File: config.mk
export PLATFORM = sky130hd
export DESIGN_NAME = spw_rx_char_decoder_flat
export DESIGN_NICKNAME = d
export VERILOG_FILES = /design/src/rtl/spw_rx_char_decoder_pkg.sv /design/src/rtl/spw_rx_char_decoder_if.sv /design/src/rtl/spw_rx_char_decoder_bit_aligner.sv /design/src/rtl/spw_rx_char_decoder.sv /design/src/flat_wrapper.sv
export SDC_FILE = /design/constraint.sdc
export NUM_CORES = 1
export LEC_CHECK = 0
export CAP_MARGIN = 20
export CORE_AREA = 2 2 71 73
export DETAILED_ROUTE_END_ITERATION = 7
export DIE_AREA = 0 0 73 75
export HOLD_SLACK_MARGIN = 0.03
export PLACE_DENSITY = 0.71
export SLEW_MARGIN = 25
export SYNTH_ARGS = -nofsm -noshare
export SYNTH_HDL_FRONTEND = slang
export SYNTH_SLANG_ARGS = --single-unit
File: constraint.sdc
create_clock -name posedge_clk -period 2.3 [get_ports posedge_clk]
set_input_delay 0.23 -clock posedge_clk [delete_from_list [all_inputs] [get_ports posedge_clk]]
set_output_delay 0.23 -clock posedge_clk [all_outputs]
set_load 0.01 [all_outputs]
File: src/rtl/spw_rx_char_decoder_pkg.sv
// Shared codes, state encoding and parity helper for the SpaceWire RX character decoder.
package spw_rx_pkg;

   // Control character payload codes (payload bits as {c[1], c[0]}, c[0] arrives first)
   localparam logic [1:0] C_FCT = 2'b00;
   localparam logic [1:0] C_EOP = 2'b01;
   localparam logic [1:0] C_EEP = 2'b10;
   localparam logic [1:0] C_ESC = 2'b11;

   // NULL (ESC+FCT) without its leading parity bit, oldest bit in the MSB
   localparam logic [6:0] NULL_TAIL = 7'b1110100;

   typedef enum logic [1:0] {
      HUNT = 2'd0,
      HEAD = 2'd1,
      CTRL = 2'd2,
      DATA = 2'd3
   } rx_state_t;

   // Odd parity over previous payload, this parity bit and this flag
   function automatic logic parity_ok(input logic p, input logic flag, input logic prev_par);
      return ((p ^ flag ^ prev_par) == 1'b1);
   endfunction

endpackage

File: src/rtl/spw_rx_char_decoder_if.sv
// Bit-pair input and decoded-character outputs of the SpaceWire RX character decoder.
interface spw_rx_char_decoder_if;
   logic       rx_pair_valid;
   logic [1:0] rx_bit_pair;
   logic       rx_synced;
   logic       rx_got_bit;
   logic       rx_got_null;
   logic       rx_got_fct;
   logic       rx_data_valid;
   logic [8:0] rx_data;
   logic       rx_tick;
   logic [7:0] rx_time;
   logic       rx_parity_error;
   logic       rx_esc_error;

   // Decoder side
   modport slave (
      input  rx_pair_valid, rx_bit_pair,
      output rx_synced, rx_got_bit, rx_got_null, rx_got_fct, rx_data_valid, rx_data,
             rx_tick, rx_time, rx_parity_error, rx_esc_error
   );

   // Bit-capture / consumer side
   modport master (
      output rx_pair_valid, rx_bit_pair,
      input  rx_synced, rx_got_bit, rx_got_null, rx_got_fct, rx_data_valid, rx_data,
             rx_tick, rx_time, rx_parity_error, rx_esc_error
   );
endinterface

File: src/rtl/spw_rx_char_decoder_bit_aligner.sv
// Hunts for the first NULL tail at either bit offset and then re-pairs the incoming
// bits so that every effective pair starts on a character bit boundary.
module spw_rx_bit_aligner
   import spw_rx_pkg::*;
(
   input  logic       i_clk,
   input  logic       i_rst,
   input  logic       i_pair_valid,
   input  logic [1:0] i_bit_pair,
   input  logic       i_hunt_req,
   output logic [1:0] o_eff_pair,
   output logic       o_eff_valid,
   output logic       o_null_found
);

   // Only the six newest history bits ever reach a 7-bit match window once the
   // current pair is appended, so older history is not stored.
   logic [5:0] r_hist;
   logic       r_phase;
   logic       r_carry;
   logic       r_locked;

   logic [7:0] w_hist_next;
   logic       w_off0;
   logic       w_off1;

   assign w_hist_next = {r_hist, i_bit_pair};
   assign w_off0      = (w_hist_next[6:0] == NULL_TAIL);
   assign w_off1      = (w_hist_next[7:1] == NULL_TAIL);

   // Effective pair selection and strobes for the framer
   always_comb begin
      o_eff_pair   = i_bit_pair;
      o_eff_valid  = 1'b0;
      o_null_found = 1'b0;
      if (r_phase) begin
         o_eff_pair = {r_carry, i_bit_pair[1]};
      end else begin
         o_eff_pair = i_bit_pair;
      end
      if (r_locked) begin
         o_eff_valid = i_pair_valid;
      end else begin
         o_null_found = i_pair_valid & (w_off0 | w_off1);
      end
   end

   // History shift while hunting, phase/carry lock on the NULL tail, re-arm on request
   always_ff @(posedge i_clk) begin
      if (i_rst || i_hunt_req) begin
         r_hist   <= 6'd0;
         r_phase  <= 1'b0;
         r_carry  <= 1'b0;
         r_locked <= 1'b0;
      end else if (i_pair_valid) begin
         if (!r_locked) begin
            r_hist <= w_hist_next[5:0];
            if (w_off0) begin
               r_locked <= 1'b1;
               r_phase  <= 1'b0;
            end else if (w_off1) begin
               r_locked <= 1'b1;
               r_phase  <= 1'b1;
               r_carry  <= i_bit_pair[0];
            end
         end else if (r_phase) begin
            r_carry <= i_bit_pair[0];
         end
      end
   end

endmodule

File: src/rtl/spw_rx_char_decoder.sv
// SpaceWire receive character decoder: frames control/data characters after NULL
// alignment, checks odd parity and decodes FCT, NULL, EOP, EEP, data and time-codes.
module spw_rx_char_decoder
   import spw_rx_pkg::*;
(
   input logic                  posedge_clk,
   input logic                  rx_reset,
   spw_rx_char_decoder_if.slave bus
);

   rx_state_t  r_state;
   logic [1:0] r_cnt;
   logic [7:0] r_byte;
   logic       r_esc_pend;
   logic       r_prev_par;

   logic       r_synced;
   logic       r_got_bit;
   logic       r_got_null;
   logic       r_got_fct;
   logic       r_data_valid;
   logic [8:0] r_data;
   logic       r_tick;
   logic [7:0] r_time;
   logic       r_parity_error;
   logic       r_esc_error;

   logic [1:0] w_eff_pair;
   logic       w_eff_valid;
   logic       w_null_found;
   logic       w_hunt_req;
   logic       w_par_ok;
   logic [1:0] w_ctrl_code;
   logic [7:0] w_byte_next;

   spw_rx_bit_aligner u_aligner (
      .i_clk        (posedge_clk),
      .i_rst        (rx_reset),
      .i_pair_valid (bus.rx_pair_valid),
      .i_bit_pair   (bus.rx_bit_pair),
      .i_hunt_req   (w_hunt_req),
      .o_eff_pair   (w_eff_pair),
      .o_eff_valid  (w_eff_valid),
      .o_null_found (w_null_found)
   );

   // First-arriving payload bit is the LSB
   assign w_ctrl_code = {w_eff_pair[0], w_eff_pair[1]};
   assign w_byte_next = {w_eff_pair[0], w_eff_pair[1], r_byte[7:2]};
   assign w_par_ok    = parity_ok(w_eff_pair[1], w_eff_pair[0], r_prev_par);

   // Framing loss that sends the aligner back to hunting for a NULL
   always_comb begin
      w_hunt_req = 1'b0;
      if (!w_eff_valid) begin
         w_hunt_req = 1'b0;
      end else if (r_state == HEAD) begin
         w_hunt_req = ~w_par_ok;
      end else if (r_state == CTRL) begin
         w_hunt_req = r_esc_pend & (w_ctrl_code != C_FCT);
      end else begin
         w_hunt_req = 1'b0;
      end
   end

   // Framer FSM with registered decode pulses
   always_ff @(posedge posedge_clk) begin
      if (rx_reset) begin
         r_state        <= HUNT;
         r_cnt          <= 2'd0;
         r_byte         <= 8'd0;
         r_esc_pend     <= 1'b0;
         r_prev_par     <= 1'b0;
         r_synced       <= 1'b0;
         r_got_bit      <= 1'b0;
         r_got_null     <= 1'b0;
         r_got_fct      <= 1'b0;
         r_data_valid   <= 1'b0;
         r_data         <= 9'd0;
         r_tick         <= 1'b0;
         r_time         <= 8'd0;
         r_parity_error <= 1'b0;
         r_esc_error    <= 1'b0;
      end else begin
         r_got_bit      <= bus.rx_pair_valid;
         r_got_null     <= 1'b0;
         r_got_fct      <= 1'b0;
         r_data_valid   <= 1'b0;
         r_tick         <= 1'b0;
         r_parity_error <= 1'b0;
         r_esc_error    <= 1'b0;
         case (r_state)
            HUNT: begin
               if (w_null_found) begin
                  r_got_null <= 1'b1;
                  r_synced   <= 1'b1;
                  r_prev_par <= 1'b0;
                  r_esc_pend <= 1'b0;
                  r_state    <= HEAD;
               end
            end
            HEAD: begin
               if (w_eff_valid) begin
                  if (!w_par_ok) begin
                     r_parity_error <= 1'b1;
                     r_synced       <= 1'b0;
                     r_esc_pend     <= 1'b0;
                     r_state        <= HUNT;
                  end else if (w_eff_pair[0]) begin
                     r_state <= CTRL;
                  end else begin
                     r_cnt   <= 2'd0;
                     r_state <= DATA;
                  end
               end
            end
            CTRL: begin
               if (w_eff_valid) begin
                  r_prev_par <= ^w_ctrl_code;
                  r_state    <= HEAD;
                  if (r_esc_pend && (w_ctrl_code != C_FCT)) begin
                     r_esc_error <= 1'b1;
                     r_synced    <= 1'b0;
                     r_esc_pend  <= 1'b0;
                     r_state     <= HUNT;
                  end else begin
                     case (w_ctrl_code)
                        C_ESC: r_esc_pend <= 1'b1;
                        C_FCT: begin
                           r_got_null <= r_esc_pend;
                           r_got_fct  <= ~r_esc_pend;
                           r_esc_pend <= 1'b0;
                        end
                        C_EOP: begin
                           r_data_valid <= 1'b1;
                           r_data       <= {1'b1, 8'h00};
                        end
                        C_EEP: begin
                           r_data_valid <= 1'b1;
                           r_data       <= {1'b1, 8'h01};
                        end
                        default: r_esc_pend <= 1'b0;
                     endcase
                  end
               end
            end
            DATA: begin
               if (w_eff_valid) begin
                  r_byte <= w_byte_next;
                  if (r_cnt == 2'd3) begin
                     r_prev_par <= ^w_byte_next;
                     r_state    <= HEAD;
                     if (r_esc_pend) begin
                        r_tick     <= 1'b1;
                        r_time     <= w_byte_next;
                        r_esc_pend <= 1'b0;
                     end else begin
                        r_data_valid <= 1'b1;
                        r_data       <= {1'b0, w_byte_next};
                     end
                  end else begin
                     r_cnt <= r_cnt + 2'd1;
                  end
               end
            end
            default: r_state <= HUNT;
         endcase
      end
   end

   assign bus.rx_synced       = r_synced;
   assign bus.rx_got_bit      = r_got_bit;
   assign bus.rx_got_null     = r_got_null;
   assign bus.rx_got_fct      = r_got_fct;
   assign bus.rx_data_valid   = r_data_valid;
   assign bus.rx_data         = r_data;
   assign bus.rx_tick         = r_tick;
   assign bus.rx_time         = r_time;
   assign bus.rx_parity_error = r_parity_error;
   assign bus.rx_esc_error    = r_esc_error;

endmodule

File: src/flat_wrapper.sv
// flat-port wrapper written by rule: the top's interface ports become plain ports
module spw_rx_char_decoder_flat import spw_rx_pkg::*;
  (posedge_clk, rx_reset, bus_rx_pair_valid, bus_rx_bit_pair, bus_rx_synced, bus_rx_got_bit, bus_rx_got_null, bus_rx_got_fct, bus_rx_data_valid, bus_rx_data, bus_rx_tick, bus_rx_time, bus_rx_parity_error, bus_rx_esc_error);
  spw_rx_char_decoder_if bus_i ();
  input logic posedge_clk;
  input logic rx_reset;
  input wire logic [$bits(bus_i.rx_pair_valid)-1:0] bus_rx_pair_valid;
  input wire logic [$bits(bus_i.rx_bit_pair)-1:0] bus_rx_bit_pair;
  output wire logic [$bits(bus_i.rx_synced)-1:0] bus_rx_synced;
  output wire logic [$bits(bus_i.rx_got_bit)-1:0] bus_rx_got_bit;
  output wire logic [$bits(bus_i.rx_got_null)-1:0] bus_rx_got_null;
  output wire logic [$bits(bus_i.rx_got_fct)-1:0] bus_rx_got_fct;
  output wire logic [$bits(bus_i.rx_data_valid)-1:0] bus_rx_data_valid;
  output wire logic [$bits(bus_i.rx_data)-1:0] bus_rx_data;
  output wire logic [$bits(bus_i.rx_tick)-1:0] bus_rx_tick;
  output wire logic [$bits(bus_i.rx_time)-1:0] bus_rx_time;
  output wire logic [$bits(bus_i.rx_parity_error)-1:0] bus_rx_parity_error;
  output wire logic [$bits(bus_i.rx_esc_error)-1:0] bus_rx_esc_error;
  assign bus_i.rx_pair_valid = bus_rx_pair_valid;
  assign bus_i.rx_bit_pair = bus_rx_bit_pair;
  assign bus_rx_synced = bus_i.rx_synced;
  assign bus_rx_got_bit = bus_i.rx_got_bit;
  assign bus_rx_got_null = bus_i.rx_got_null;
  assign bus_rx_got_fct = bus_i.rx_got_fct;
  assign bus_rx_data_valid = bus_i.rx_data_valid;
  assign bus_rx_data = bus_i.rx_data;
  assign bus_rx_tick = bus_i.rx_tick;
  assign bus_rx_time = bus_i.rx_time;
  assign bus_rx_parity_error = bus_i.rx_parity_error;
  assign bus_rx_esc_error = bus_i.rx_esc_error;
  spw_rx_char_decoder u_core (.posedge_clk(posedge_clk), .rx_reset(rx_reset), .bus(bus_i));
endmodule
# After elaboration in Yosys (flattened, before gate mapping)
# Index checks and enable logic that the tools add are counted.
[word_totals] wordCells=157 ram_bits=0 rom_bits=0 input_bits=5 memories=0 reg_bits=48 out_inout_bits=25 latchBits=0
[classes] muxes=69 shift=0 mul=0 order_cmp=0 n_addsub=1 n_reduce_logical=29 div=0 n_eq_ne=25 n_bitwise=14
[op_table] op="9-bit two-way mux" n=5
[op_table] op="1-bit two-way mux" n=42
[op_table] op="9-bit one-hot mux with 2 select lines" n=2
[op_table] op="2-bit two-way mux" n=12
[op_table] op="2-bit != test, second input constant" n=9
[op_table] op="7-bit == test, second input constant" n=2
[op_table] op="7-bit AND reduction" n=2
[op_table] op="6-bit AND reduction" n=2
[op_table] op="2-bit == test, second input constant" n=5
[op_table] op="2-bit by 1-bit != test with 1-bit output, second input constant" n=5
[op_table] op="5-bit AND reduction" n=2
[op_table] op="2-bit nonzero test" n=5
[op_table] op="1-bit inverter" n=9
[op_table] op="2-bit one-hot mux with 4 select lines" n=1
[op_table] op="4-bit AND reduction" n=2
[op_table] op="8-bit XOR reduction" n=1
[op_table] op="1-bit one-hot mux with 2 select lines" n=3
[op_table] op="1-bit one-hot mux with 3 select lines" n=2
[op_table] op="3-bit nonzero test" n=2
[op_table] op="3-bit OR reduction" n=2
[op_table] op="5-bit OR reduction" n=1
[op_table] op="2-bit by 1-bit == test with 1-bit output, second input constant" n=2
[op_table] op="2-bit zero test" n=2
[op_table] op="4-bit != test, second input constant" n=1
[op_table] op="14 further kinds" n=17

# Longest topological paths before layout
# Gate-level depths: netlist (run 1).
[depth] word_depth=7 ltp_mapped=8 ltp_nobuf=7

# By module
# Synthesis (run 1) repeated with hierarchy kept, for this count alone.
[unflattened] hier_cells=258 hier_area_um2=2199.6
[modules_own_cells] mod="spw_rx_char_decoder" seq_area_each_um2=740.7 n_inst=1 cells_per_inst=213 area_each_um2=1724.2
[modules_own_cells] mod="spw_rx_bit_aligner" seq_area_each_um2=180.2 n_inst=1 cells_per_inst=45 area_each_um2=475.5

# Worst setup path after synthesis (run 1)
# OpenSTA, ideal clock, no wires.
[synth_timing] path_type="register -> register" start="reg u_core.u_aligner.r_phase" end="reg u_core.r_esc_pend" t_arrival_ps=2104 required_ps=2230 path_stages_with_launch=8 slack_ps=126 period_less_slack_ps=2174 setup_time_ps=70 path_buffers=0 path_cell_list="dfxtp_1 mux2i_1 ha_1 xnor2_1 nand2b_1 o21ai_0 or4_1 a21oi_1"
[synth_via] elab_chain_cells=6 word_cells_on_any_way=14 classes_between="eq/ne: 3; mux: 5; bitwise: 2; reduce/logical: 4"
[synth_rtl] element="from (decl)" line="spw_rx_char_decoder_bit_aligner.sv:19" text="logic r_phase;"
[synth_rtl] element="from (signal assigned)" line="spw_rx_char_decoder_bit_aligner.sv:52" text="r_phase <= 1'b0;"
[synth_rtl] element="from (signal assigned)" line="spw_rx_char_decoder_bit_aligner.sv:60" text="r_phase <= 1'b0;"
[synth_rtl] element="from (signal assigned)" line="spw_rx_char_decoder_bit_aligner.sv:63" text="r_phase <= 1'b1;"
[synth_rtl] element="2-bit two-way mux (*)" line="spw_rx_char_decoder_bit_aligner.sv:36" text="if (r_phase) begin"
[synth_rtl] element="2-bit == test (tied with other cells)" line="spw_rx_char_decoder.sv:127" text="case (w_ctrl_code)"
[synth_rtl] element="1-bit one-hot mux with 2 select lines / 1-bit logical AND (equally long branches)" line="spw_rx_char_decoder.sv:127, spw_rx_char_decoder.sv:121"
[synth_rtl] element="1-bit two-way mux" line="spw_rx_char_decoder.sv:121" text="if (r_esc_pend && (w_ctrl_code != C_FCT)) begin"
[synth_rtl] element="1-bit two-way mux" line="spw_rx_char_decoder.sv:118" text="if (w_eff_valid) begin"
[synth_rtl] element="1-bit one-hot mux with 4 select lines" line="spw_rx_char_decoder.sv:92" text="case (r_state)"
[synth_rtl] element="to (signal assigned)" line="spw_rx_char_decoder.sv:124" text="r_esc_pend <= 1'b0;"
[synth_rtl] element="to (signal assigned)" line="spw_rx_char_decoder.sv:128" text="C_ESC: r_esc_pend <= 1'b1;"
[synth_rtl] element="to (signal assigned)" line="spw_rx_char_decoder.sv:132" text="r_esc_pend <= 1'b0;"
[synth_rtl] element="to (decl)" line="spw_rx_char_decoder.sv:14" text="logic r_esc_pend;"
# Mark *: on every way between the ends. The rest lies on a longest branch, timed or not. The select of a mux whose other input is x is not followed.
# A chain may end at the register's enable or synchronous reset.

# Final worst setup path (run 1)
[layout_timing] start="reg u_core.u_aligner.r_phase" end="reg u_core.u_aligner.r_hist[5]"
[layout_via] elab_chain_cells=7 word_cells_on_any_way=10 classes_between="mux: 4; bitwise: 4; reduce/logical: 2"
[layout_rtl] element="2-bit two-way mux (*)" line="spw_rx_char_decoder_bit_aligner.sv:36"
[layout_rtl] element="2-bit nonzero test / 1-bit bitwise XOR (equally long branches)" line="spw_rx_char_decoder.sv:60, spw_rx_char_decoder_pkg.sv:22"
[layout_rtl] element="1-bit bitwise AND / 1-bit bitwise XOR (equally long branches)" line="spw_rx_char_decoder.sv:60, spw_rx_char_decoder_pkg.sv:22"
[layout_rtl] element="1-bit two-way mux / 1-bit inverter (equally long branches)" line="spw_rx_char_decoder.sv:59, spw_rx_char_decoder.sv:58"
[layout_rtl] element="1-bit two-way mux (*)" line="spw_rx_char_decoder.sv:57" text="end else if (r_state == HEAD) begin"
[layout_rtl] element="1-bit two-way mux (*)" line="spw_rx_char_decoder.sv:55" text="if (!w_eff_valid) begin"
[layout_rtl] element="1-bit logical OR (*)" line="spw_rx_char_decoder_bit_aligner.sv:50" text="if (i_rst || i_hunt_req) begin"
[layout_rtl] element="to (signal assigned)" line="spw_rx_char_decoder_bit_aligner.sv:57" text="r_hist <= w_hist_next[5:0];"
[layout_rtl] element="to (decl)" line="spw_rx_char_decoder_bit_aligner.sv:18" text="logic [5:0] r_hist;"
# Mark *: on every way between the ends. The rest lies on a longest branch, timed or not.

==> flow_metrics.py, run 1 <==
metrics = {
    "global_routing": {
        "grt_pass1_vias": 1621,
        "grt_pass1_wl_um": 7534,
        "antenna_found_initial": 0,
        "grt_max_degree": 21,
        "grt_overflow": 0,
        "track_usage_pct": 17.93,
    },
    "critical_path": {
        "r2r_slack_ps": 170,
        "cp_top_family": "compound AO/OA/AOI/OAI gates",
        "cp_max_fo": 9,
        "crit_type": "reg2reg",
        "r2r_end": "u_core.u_aligner.r_hist[5]$_SDFFE_PP0P_",
        "rr_startpoint": "u_core.u_aligner.r_phase$_SDFFE_PP0P_",
        "setup.worst_path.end": "u_core.u_aligner.r_hist[5]$_SDFFE_PP0P_",
        "start_kind": "flip-flop",
        "cp_slowest_cell": "dfxtp_2",
        "crit_arrival_ps": 2360,
        "crit_start": "u_core.u_aligner.r_phase$_SDFFE_PP0P_",
        "critPathRequiredTime_ps": 2520,
        "cp.buffers_inverters": 2,
        "crit_chain": "mux2i_2, ha_1, xnor2_1, nand2b_1, buf_4, buf_4, a31o_2, a21oi_1",
        "endpoint_kind": "flip-flop",
        "reg2reg_depth": 8,
        "crit_cells": 8,
        "slowest_delay_ps": 400,
        "cpMostUsedCell": "buf_4",
    },
    "hold_path": {
        "hp-class": "reg2reg",
        "hold_path_startpoint": "u_core.bus.rx_data[7]$_SDFFE_PP0P_",
    },
    "die": {
        "io_pins": 30,
        "die_area_um2": 5475,
        "rows": 25,
        "dieWidth_um": 73,
        "core_area_um2": 4661,
        "start_util_pct": 45.40,
        "die_h_um": 75,
    },
    "routing": {
        "ant_nets": 0,
        "vias": 1826,
        "dr.pass1.iters": 4,
        "drt_iter0_markers": 120,
        "drc": 0,
        "avgRoutedWirePerCell_um": 13.24,
        "wirelength_um": 4581,
        "vias_per_cell": 5.277,
    },
    "yosys": {
        "syn_nets": 262,
        "synth_top_area_share_pct": 43.52,
        "synth_cell_type_count": 48,
        "syn_avg_cell_area_um2": 8.463,
        "ys_seq_area_share_pct": 43.52,
        "ys_warn_count": 0,
        "synth_ff_type": "dfxtp_1",
        "yosysTopAreaCell": "dfxtp_1",
        "async_reset_ff_share_pct": 0,
        "synth-edff-count": 0,
        "synth_area_um2": 2116,
        "synth-seq-cells": 46,
        "synth_area_leaders": "dfxtp_1 44%, nand2_1 9.9%, a21oi_1 6.6%",
        "synth_cells": 250,
    },
    "final_layout": {
        "diodes": 0,
        "drive_above_1_share_pct": 12.67,
        "utilization_pct": 56.40,
        "nets": 303,
        "finalNonFillerCells": 346,
        "area_delta_synth_final_pct": 24.25,
    },
    "clock_network": {
        "clk_pin_slew_worst_paths_ps": 90,
        "cts_hold_buf": 0,
        "cts_made_buffers": 5,
        "insertion_delay_ps": 300,
        "cts.sinks": 46,
        "postCtsSetupBuffers": 0,
        "htreeDepth": 2,
        "cts-root-buf": "clkbuf_8",
        "clock_path_buffers": 2,
        "cts_resized": 0,
        "cts_tree": "built",
    },
    "sta": {
        "drv_slew": 0,
        "fin_ws_ps": 166.9,
        "fmax_ghz": 0.4688,
        "rsz0062_at_grt": "false",
        "skew_ps": 15.16,
        "setup_viol": 0,
        "slew_headroom_pct": 69.25,
        "period_needed_ps": 2133,
        "fin_crit_sh_pct": 92.74,
        "tightest_slew_ps": 461.3,
        "hold_viol": 0,
    },
    "placed_design": {
        "dp_slack_ps": -74.26,
        "portBuffers": 29,
        "dp_cells": 338,
        "routabilityCongestion": 0.8325,
        "dp_hpwl_um": 3317,
    },
    "power_and_ir_drop": {
        "p_per_area_nw_per_um2": 568.3,
        "irDropWorstVdd_uv": 375.6,
        "p_leak_uw": 0.0009189,
    },
    "run_status": {
        "status": "complete, no violations",
    },
    "flow_run": {
        "maxCapViolCount": 0,
    },
}
## sequential cells by signal, summed over array words and instances, names as in the netlist, 2 cells and up
| register | count |
|---|---|
| u_core.bus.rx_data | 9 |
| u_core.bus.rx_time | 8 |
| u_core.r_byte | 6 |
| u_core.u_aligner.r_hist | 6 |
| u_core.r_cnt | 2 |
| u_core.r_state | 2 |
## metal layers
layer	share of wire (%)	global-route usage, %
met5	0	0
met3	4.5	4.552
met1	47	25.61
met2	47	26.03
met4	1.2	6.996
## synthesized netlist by cell type, drive strengths merged, types with 2 or more instances
library cell	number
nand3b	3
nand2	56
xnor2	5
nor3	4
o21ai	5
a211oi	10
or2	2
dfxtp	46
nand2b	4
buf	8
clkbuf	5
mux2i	5
inv	8
nand3	8
and3	2
nor2	20
nand4bb	2
a21oi	28
ha	7
## where the power goes
part	total [µW]	leakage, µW	internal (µW)	switching (µW)
logic	186	0.000502	88.4	97.2
clock network	484	0.0000452	215	269
registers	825	0.000372	812	13.0
total	1490	0.000919	1110	379
## area by class of cell
class	count	area (µm²)
clock inverter	2	13.76
inverter	8	30.03
multi-input combinational	182	1090
timing repair buffer	48	432.9
tap	54	67.56
clock buffer	6	72.57
sequential	46	922.1
fill	427	2032
## worst min-delay path by stage
| stage | endpoint | slack [ps] | cells past startpoint |
|---|---|---|---|
| 6_report | u_core.bus.rx_data[7]$_SDFFE_PP0P_ | 450 | 2 |
| 5_1_grt | u_core.bus.rx_time[2]$_SDFFE_PP0P_ | 470 | 2 |
| 4_1_cts | u_core.bus.rx_data[7]$_SDFFE_PP0P_ | 460 | 2 |
| 3_5_place_dp | u_core.bus.rx_data[7]$_SDFFE_PP0P_ | 440 | 2 |
| 3_3_place_gp | u_core.bus.rx_data[2]$_SDFFE_PP0P_ | 440 | 2 |
| 2_1_floorplan | u_core.u_aligner.r_hist[0]$_SDFFE_PP0P_ | 370 | 2 |
## worst reg2reg max path, stage by stage (launching register included)
cell      delay [ps]
dfxtp_2          400
mux2i_2          270
ha_1             300
xnor2_1          170
nand2b_1         170
buf_4            150
buf_4            130
a31o_2           320
a21oi_1          170
## metrics by stage
| step | hold slack (ps) | power [µW] | cell area (µm²) | TNS, ps |
|---|---|---|---|---|
| after floorplan | 366.0 | 960.3 | 2116 | 0 |
| after global placement | 444.0 | 1024 | 2532 | 0 |
| after detailed placement | 444.0 | 1026 | 2532 | -191.8 |
| after CTS | 456.8 | 1506 | 2619 | 0 |
| after global routing | 473.3 | 1568 | 2629 | 0 |
| final | 453.3 | 1494 | 2629 | 0 |
## cells by family after synthesis
group           share of synthesized area [%]
flops                                   43.52
fa+ha+maj                               4.139
compound gates                          17.74
xor+xnor                                2.484
mux                                     2.366
buf+inv                                 5.381
simple gates                            24.36
## cells in the final DEF, fill, tap and decap left out, drive strengths merged, types with 2 or more instances in the layout
cell type,netlist,final
xnor2,5,5
ha,7,7
nand4bb,2,2
nand3,8,8
nand2b,4,4
clkinv,0,2
and3,2,2
nand2,56,56
dfxtp,46,46
o21ai,5,5
buf,8,19
inv,8,8
or2,2,2
clkbuf,5,6
clkdlybuf4s50,0,29
mux2i,5,5
nand3b,3,3
nor3,4,4
nor2,20,20
a21oi,28,28
a211oi,10,10
Note: power is estimated with default switching activity, not from simulation.
==> run 2: changes to the inputs <==
--- a/config.mk
+++ b/config.mk
@@ -6,12 +6,13 @@
 export NUM_CORES = 1
 export LEC_CHECK = 0
 export CAP_MARGIN = 20
-export CORE_AREA = 2 2 71 73
+export CORE_AREA = 2 2 72 74
 export DETAILED_ROUTE_END_ITERATION = 7
-export DIE_AREA = 0 0 73 75
+export DIE_AREA = 0 0 74 76
 export HOLD_SLACK_MARGIN = 0.03
 export PLACE_DENSITY = 0.71
 export SLEW_MARGIN = 25
 export SYNTH_ARGS = -nofsm -noshare
 export SYNTH_HDL_FRONTEND = slang
+export SYNTH_HIERARCHICAL = 1
 export SYNTH_SLANG_ARGS = --single-unit
==> flow_metrics.py, run 2 <==
metrics = {
    "run_status": {
        "status": "complete, no violations",
    },
    "placed_design": {
        "routabilityCongestion": 0.8404,
        "portBuffers": 29,
        "dp_hpwl_um": 3425,
        "dpl-instance-area_um2": 2690,
        "dp_cells": 366,
    },
    "routing": {
        "vias_per_cell": 5.176,
        "ant_nets": 0,
        "drt_iter0_markers": 109,
        "drc": 0,
        "vias": 1936,
        "wirelength_um": 4802,
        "dr.pass1.iters": 4,
        "avgRoutedWirePerCell_um": 12.84,
    },
    "final_layout": {
        "diodes": 0,
        "final_cell_mix": "45 x dfxtp_1, 39 x nand2_1, 33 x a21oi_1",
        "final_common_cell": "dfxtp_1",
        "largest_reg_flops": 9,
        "seq_area_um2": 924.6,
        "finalNonFillerCells": 374,
        "nFillCells": 464,
        "drive_above_1_share_pct": 16.45,
        "multi_input_area_um2": 1231,
        "area_delta_synth_final_pct": 29.29,
        "post-route-cell-area_um2": 2844,
        "nets": 319,
        "utilization_pct": 57.90,
    },
    "die": {
        "rows": 26,
        "start_util_pct": 44.78,
        "die_h_um": 76,
        "dieWidth_um": 74,
        "die_area_um2": 5624,
        "core_area_um2": 4912,
        "io_pins": 30,
    },
    "sta": {
        "hold_viol": 0,
        "fmax_ghz": 0.4481,
        "whs_ps": 456.2,
        "setup_viol": 0,
        "slew_headroom_pct": 73.49,
        "period_needed_ps": 2232,
        "skew_ps": 2.085,
        "drv_slew": 0,
        "fin_crit_sh_pct": 97.04,
        "tightest_slew_ps": 396.4,
    },
    "global_routing": {
        "grt_pass1_vias": 1865,
        "track_usage_pct": 18.37,
        "grt_pass1_wl_um": 8307,
        "antenna_found_initial": 0,
        "grt_max_degree": 38,
        "grt_overflow": 0,
    },
    "yosys": {
        "ys_top_cells_by_count": "46 x dfxtp_1, 39 x nand2_1, 33 x a21oi_1, 19 x nor2_1, 16 x nand3_1",
        "async_reset_ff_share_pct": 0,
        "synth_ff_type": "dfxtp_1",
        "synth_area_leaders": "dfxtp_1 42%, a21oi_1 7.5%, nand2_1 6.7%",
        "synth_area_um2": 2200,
        "synth_cells": 258,
        "synth_top_area_share_pct": 41.87,
        "yosysMostFrequentCell": "dfxtp_1",
        "ys_seq_area_share_pct": 41.87,
        "synth-seq-cells": 46,
        "ys_warn_count": 6,
        "synth-edff-count": 0,
        "yosysTopAreaCell": "dfxtp_1",
        "syn_avg_cell_area_um2": 8.526,
        "syn_nets": 274,
        "synth_cell_type_count": 45,
    },
    "clock_network": {
        "cts_made_buffers": 5,
        "insertion_delay_ps": 290,
        "clk_pin_slew_worst_paths_ps": 90,
        "clock_path_buffers": 2,
        "cts-root-buf": "clkbuf_8",
        "cts.sinks": 46,
        "postCtsSetupBuffers": 0,
        "cts_tree": "built",
        "htreeDepth": 2,
    },
    "critical_path": {
        "crit_arrival_ps": 2460,
        "endpoint_kind": "flip-flop",
        "cp_max_fo": 5,
        "r2r_slack_ps": 70,
        "start_kind": "flip-flop",
        "r2r_end": "u_core/r_prev_par$_SDFFE_PP0P_",
        "crit_start": "u_core/u_aligner/r_phase$_SDFFE_PP0P_",
        "critPathRequiredTime_ps": 2530,
        "rr_startpoint": "u_core/u_aligner/r_phase$_SDFFE_PP0P_",
        "crit_type": "reg2reg",
        "setup.worst_path.end": "u_core/r_prev_par$_SDFFE_PP0P_",
        "reg2reg_depth": 9,
    },
    "power_and_ir_drop": {
        "p_leak_uw": 0.001030,
        "p_per_area_nw_per_um2": 517.4,
        "irDropWorstVdd_uv": 298.2,
    },
    "hold_path": {
        "hold_path_startpoint": "u_core/bus.rx_data[1]$_SDFFE_PP0P_",
        "hp-class": "reg2reg",
    },
    "flow_run": {
        "maxCapViolCount": 0,
    },
}
run 2: worst min path at each step:
stage	endpoint	slack, ps	depth (start not counted)
global placement	u_core/bus.rx_data[1]$_SDFFE_PP0P_	440	2
detailed placement	u_core/bus.rx_data[5]$_SDFFE_PP0P_	450	2
floorplan	u_core/bus.rx_got_bit$_SDFF_PP0_	360	1
global route	u_core/bus.rx_time[0]$_SDFFE_PP0P_	480	2
CTS	u_core/bus.rx_data[5]$_SDFFE_PP0P_	460	2
finish	u_core/bus.rx_data[1]$_SDFFE_PP0P_	460	2
run 2: area by class of cell:
type / instances / share of cell area [%]
clock buffers: 6 / 2.904
clock inverters: 2 / 0.4399
inverters: 8 / 1.232
multi-input cells: 189 / 43.29
flip-flops and latches: 46 / 32.51
well taps: 70 / 3.080
repair buffers: 53 / 16.54
run 2: critical path, cell delays in order, from the launching register on:
cell and delay, ps:
dfxtp_4 390, mux2_4 320, inv_4 70, ha_4 210, buf_4 160, xnor2_2 130
xnor2_1 230, xnor2_1 110, a2111o_1 410, a21oi_1 140
run 2: logic make-up (layout without fill, tap and decap cells):
logic type	Yosys count	after routing	synth area share, %
XOR/XNOR	7	7	2.787
AND/OR/NAND/NOR	102	102	23.44
buffers and inverters	23	69	4.834
flip-flops	46	46	41.87
adder cells (fa/ha/maj)	11	11	6.257
multiplexers	10	10	4.664
AO/OA/AOI/OAI	59	59	16.15
run 2: repair_timing:
action                                 4_1_cts  5_1_grt
setup endpoints to repair                    0       13
endpoints found under the hold margin        0        0
hold buffers                                 0        0
resized for setup                            0       12
run 2: stage by stage:
stage               total power (µW)  setup slack [ps]  setup TNS, ps
floorplan                      910.8             19.58              0
global placement               959.0            -179.3          -1125
detailed placement             962.1            -248.3          -2044
CTS                             1477             2.846              0
global route                    1536            -2.101         -2.101
finish                          1472             68.16              0
run 2: per-layer routing:
layer | routed length [µm] | global-route usage, % | vias up | part of all wire, %
li1 | - | - | 986 | -
met1 | 2281 | 24.98 | 896 | 48
met2 | 2296 | 28.93 | 50 | 48
met3 | 194 | 4.365 | 4 | 4.0
met4 | 30 | 5.091 | 0 | 0.62
met5 | 0 | 0 | - | 0
run 2: report_power, final:
group / internal, µW / switching [µW]
clock network: 242 / 277
logic: 69.8 / 73.6
registers: 803 / 6.26
==> run 3: changes to the inputs <==
--- a/config.mk
+++ b/config.mk
@@ -6,11 +6,13 @@
 export NUM_CORES = 1
 export LEC_CHECK = 0
 export CAP_MARGIN = 20
-export CORE_AREA = 2 2 72 74
+export CELL_PAD_IN_SITES_DETAIL_PLACEMENT = 2
+export CELL_PAD_IN_SITES_GLOBAL_PLACEMENT = 2
+export CORE_AREA = 2 2 81 103
 export DETAILED_ROUTE_END_ITERATION = 7
-export DIE_AREA = 0 0 74 76
+export DIE_AREA = 0 0 83 105
 export HOLD_SLACK_MARGIN = 0.03
-export PLACE_DENSITY = 0.71
+export PLACE_DENSITY_LB_ADDON = 0.1
 export SLEW_MARGIN = 25
 export SYNTH_ARGS = -nofsm -noshare
 export SYNTH_HDL_FRONTEND = slang
==> flow_metrics.py, run 3 (same netlist as run 2, synthesis figures left out) <==
metrics = {
    "run_status": {
        "status": "complete, no violations",
    },
    "final_layout": {
        "drive_above_1_share_pct": 18.33,
        "final_common_cell": "dfxtp_1",
        "area_delta_synth_final_pct": 33.16,
        "nets": 326,
        "final_cell_mix": "45 x dfxtp_1, 39 x nand2_1, 33 x a21oi_1",
        "diodes": 0,
        "largest_reg_flops": 9,
    },
    "routing": {
        "drc": 0,
        "vias": 2030,
        "ant_nets": 0,
        "drt_iter0_markers": 50,
        "vias_per_cell": 5.000,
        "wirelength_um": 6458,
        "dr.pass1.iters": 4,
        "avgRoutedWirePerCell_um": 15.91,
    },
    "critical_path": {
        "endpoint_kind": "flip-flop",
        "crit_type": "reg2reg",
        "rr_startpoint": "u_core/u_aligner/r_phase$_SDFFE_PP0P_",
        "start_kind": "flip-flop",
        "crit_arrival_ps": 2450,
        "reg2reg_depth": 12,
        "critPathRequiredTime_ps": 2540,
        "cp_max_fo": 3,
        "r2r_slack_ps": 100,
        "r2r_end": "u_core/u_aligner/r_carry$_SDFFE_PP0P_",
    },
    "power_and_ir_drop": {
        "p_per_area_nw_per_um2": 505.6,
        "p_leak_uw": 0.001065,
        "irDropWorstVdd_uv": 194.8,
    },
    "sta": {
        "fin_ws_ps": 96.29,
        "hold_viol": 0,
        "fmax_ghz": 0.4538,
        "setup_viol": 0,
        "slew_headroom_pct": 73.99,
        "tightest_slew_ps": 389.6,
        "drv_slew": 0,
        "fin_crit_sh_pct": 95.81,
        "skew_ps": 8.530,
        "rsz0062_at_grt": "false",
        "whs_ps": 460.0,
        "period_needed_ps": 2204,
    },
    "hold_path": {
        "whs_endpoint": "u_core/bus.rx_data[1]$_SDFFE_PP0P_",
        "hp-class": "reg2reg",
        "min_path_cells": 2,
        "hold_path_startpoint": "u_core/bus.rx_data[1]$_SDFFE_PP0P_",
    },
    "global_routing": {
        "antenna_found_initial": 0,
        "use_met1_pct": 18.29,
        "top_usage_layer": "met2",
        "grt_pass1_vias": 2178,
        "grt_pass1_wl_um": 11140,
        "grt_max_degree": 28,
        "track_usage_pct": 15.58,
        "grt_use_met3_pct": 2.133,
        "grt_util_met2_pct": 29.21,
        "grt_overflow": 0,
    },
    "placed_design": {
        "routabilityCongestion": 0.8116,
        "dp_hpwl_um": 4784,
        "portBuffers": 29,
        "dp_slack_ps": -290.6,
    },
    "clock_network": {
        "htreeDepth": 2,
        "cts_made_buffers": 5,
        "clk_pin_slew_worst_paths_ps": 90,
        "cts_hold_buf": 0,
        "cts.sinks": 46,
        "postCtsSetupBuffers": 0,
        "cts_tree": "built",
        "clock_path_buffers": 2,
        "cts-root-buf": "clkbuf_8",
        "insertion_delay_ps": 310,
    },
    "die": {
        "start_util_pct": 28.56,
        "rows": 36,
        "core_area_um2": 7702,
        "die_area_um2": 8715,
        "dieWidth_um": 83,
        "io_pins": 30,
        "die_h_um": 105,
    },
    "flow_run": {
        "maxCapViolCount": 0,
    },
}
==> run 3: changes by cell type in the layout (fill, tap and decap cells not counted) <==
cell and delta:
buf_4 +7, clkbuf_1 +1, clkbuf_8 -1, clkinv_4 +1
clkinvlp_4 -1, dfxtp_2 +1, dfxtp_4 -1, o21a_1 -1
o21a_2 +1, xnor2_2 -1, xnor2_4 +1
==> run 3: repair_timing <==
item                                    in CTS  in global routing
pin swaps                                    0                  4
resized for setup                            1                 13
endpoints found under the setup margin       1                 13
==> run 3: final cells by class <==
type                            instances  area [µm²]
Fill cell                             870        4773
Multi-Input combinational cell        189        1244
Sequential cell                        46       922.1
Timing Repair Buffer                   60       523.0
Tap cell                               95       118.9
Clock buffer                            6       72.57
Inverter                                8       35.03
Clock inverter                          2       13.76
==> run 3: worst max-delay path: stages (launching register included) <==
cell	delay, ps
dfxtp_2	370
mux2_4	320
inv_4	70
buf_4	120
ha_4	130
inv_1	60
nand3_2	80
nor2_1	50
a21oi_1	140
nor2_1	80
or3b_1	360
a221o_1	280
o211ai_2	80
==> run 3: report_power, final <==
| group | total (µW) | switching [µW] | leakage [µW] | internal, µW |
|---|---|---|---|---|
| registers | 811 | 6.57 | 0.000372 | 804 |
| logic | 162 | 83.2 | 0.000648 | 79.2 |
| clock network | 508 | 293 | 0.0000452 | 215 |
| total | 1480 | 382 | 0.00106 | 1100 |
==> run 3: worst max path at each step <==
| stage | startpoint | cells after the start | slack, ps | to |
|---|---|---|---|---|
| 2_1_floorplan | u_core/u_aligner/r_phase$_SDFFE_PP0P_ | 10 | 20 | u_core/u_aligner/r_carry$_SDFFE_PP0P_ |
| 3_3_place_gp | bus_rx_bit_pair[1] | 10 | -250 | u_core/u_aligner/r_carry$_SDFFE_PP0P_ |
| 3_5_place_dp | bus_rx_bit_pair[1] | 10 | -290 | u_core/u_aligner/r_carry$_SDFFE_PP0P_ |
| 4_1_cts | u_core/u_aligner/r_phase$_SDFFE_PP0P_ | 9 | 3 | u_core/u_aligner/r_carry$_SDFFE_PP0P_ |
| 5_1_grt | u_core/u_aligner/r_phase$_SDFFE_PP0P_ | 12 | 8 | u_core/u_aligner/r_carry$_SDFFE_PP0P_ |
| 6_report | u_core/u_aligner/r_phase$_SDFFE_PP0P_ | 12 | 100 | u_core/u_aligner/r_carry$_SDFFE_PP0P_ |
==> run 3: through the flow <==
stage          instances  utilization, %  setup TNS (ps)  area [µm²]  power [µW]
6_report             406           38.03               0        2929        1481
5_1_grt              406           38.03               0        2929        1561
4_1_cts              406           37.23               0        2868        1492
3_5_place_dp         398           36.01           -3971        2774       978.8
3_3_place_gp         398           36.01           -3046        2774       976.4
2_1_floorplan        258               -               0        2208       910.8
==> run 3: per-layer routing <==
metal	part of all wire, %	vias up
met5	0	-
met4	1.8	0
met3	1.7	6
met2	53	20
met1	43	1014
li1	-	990
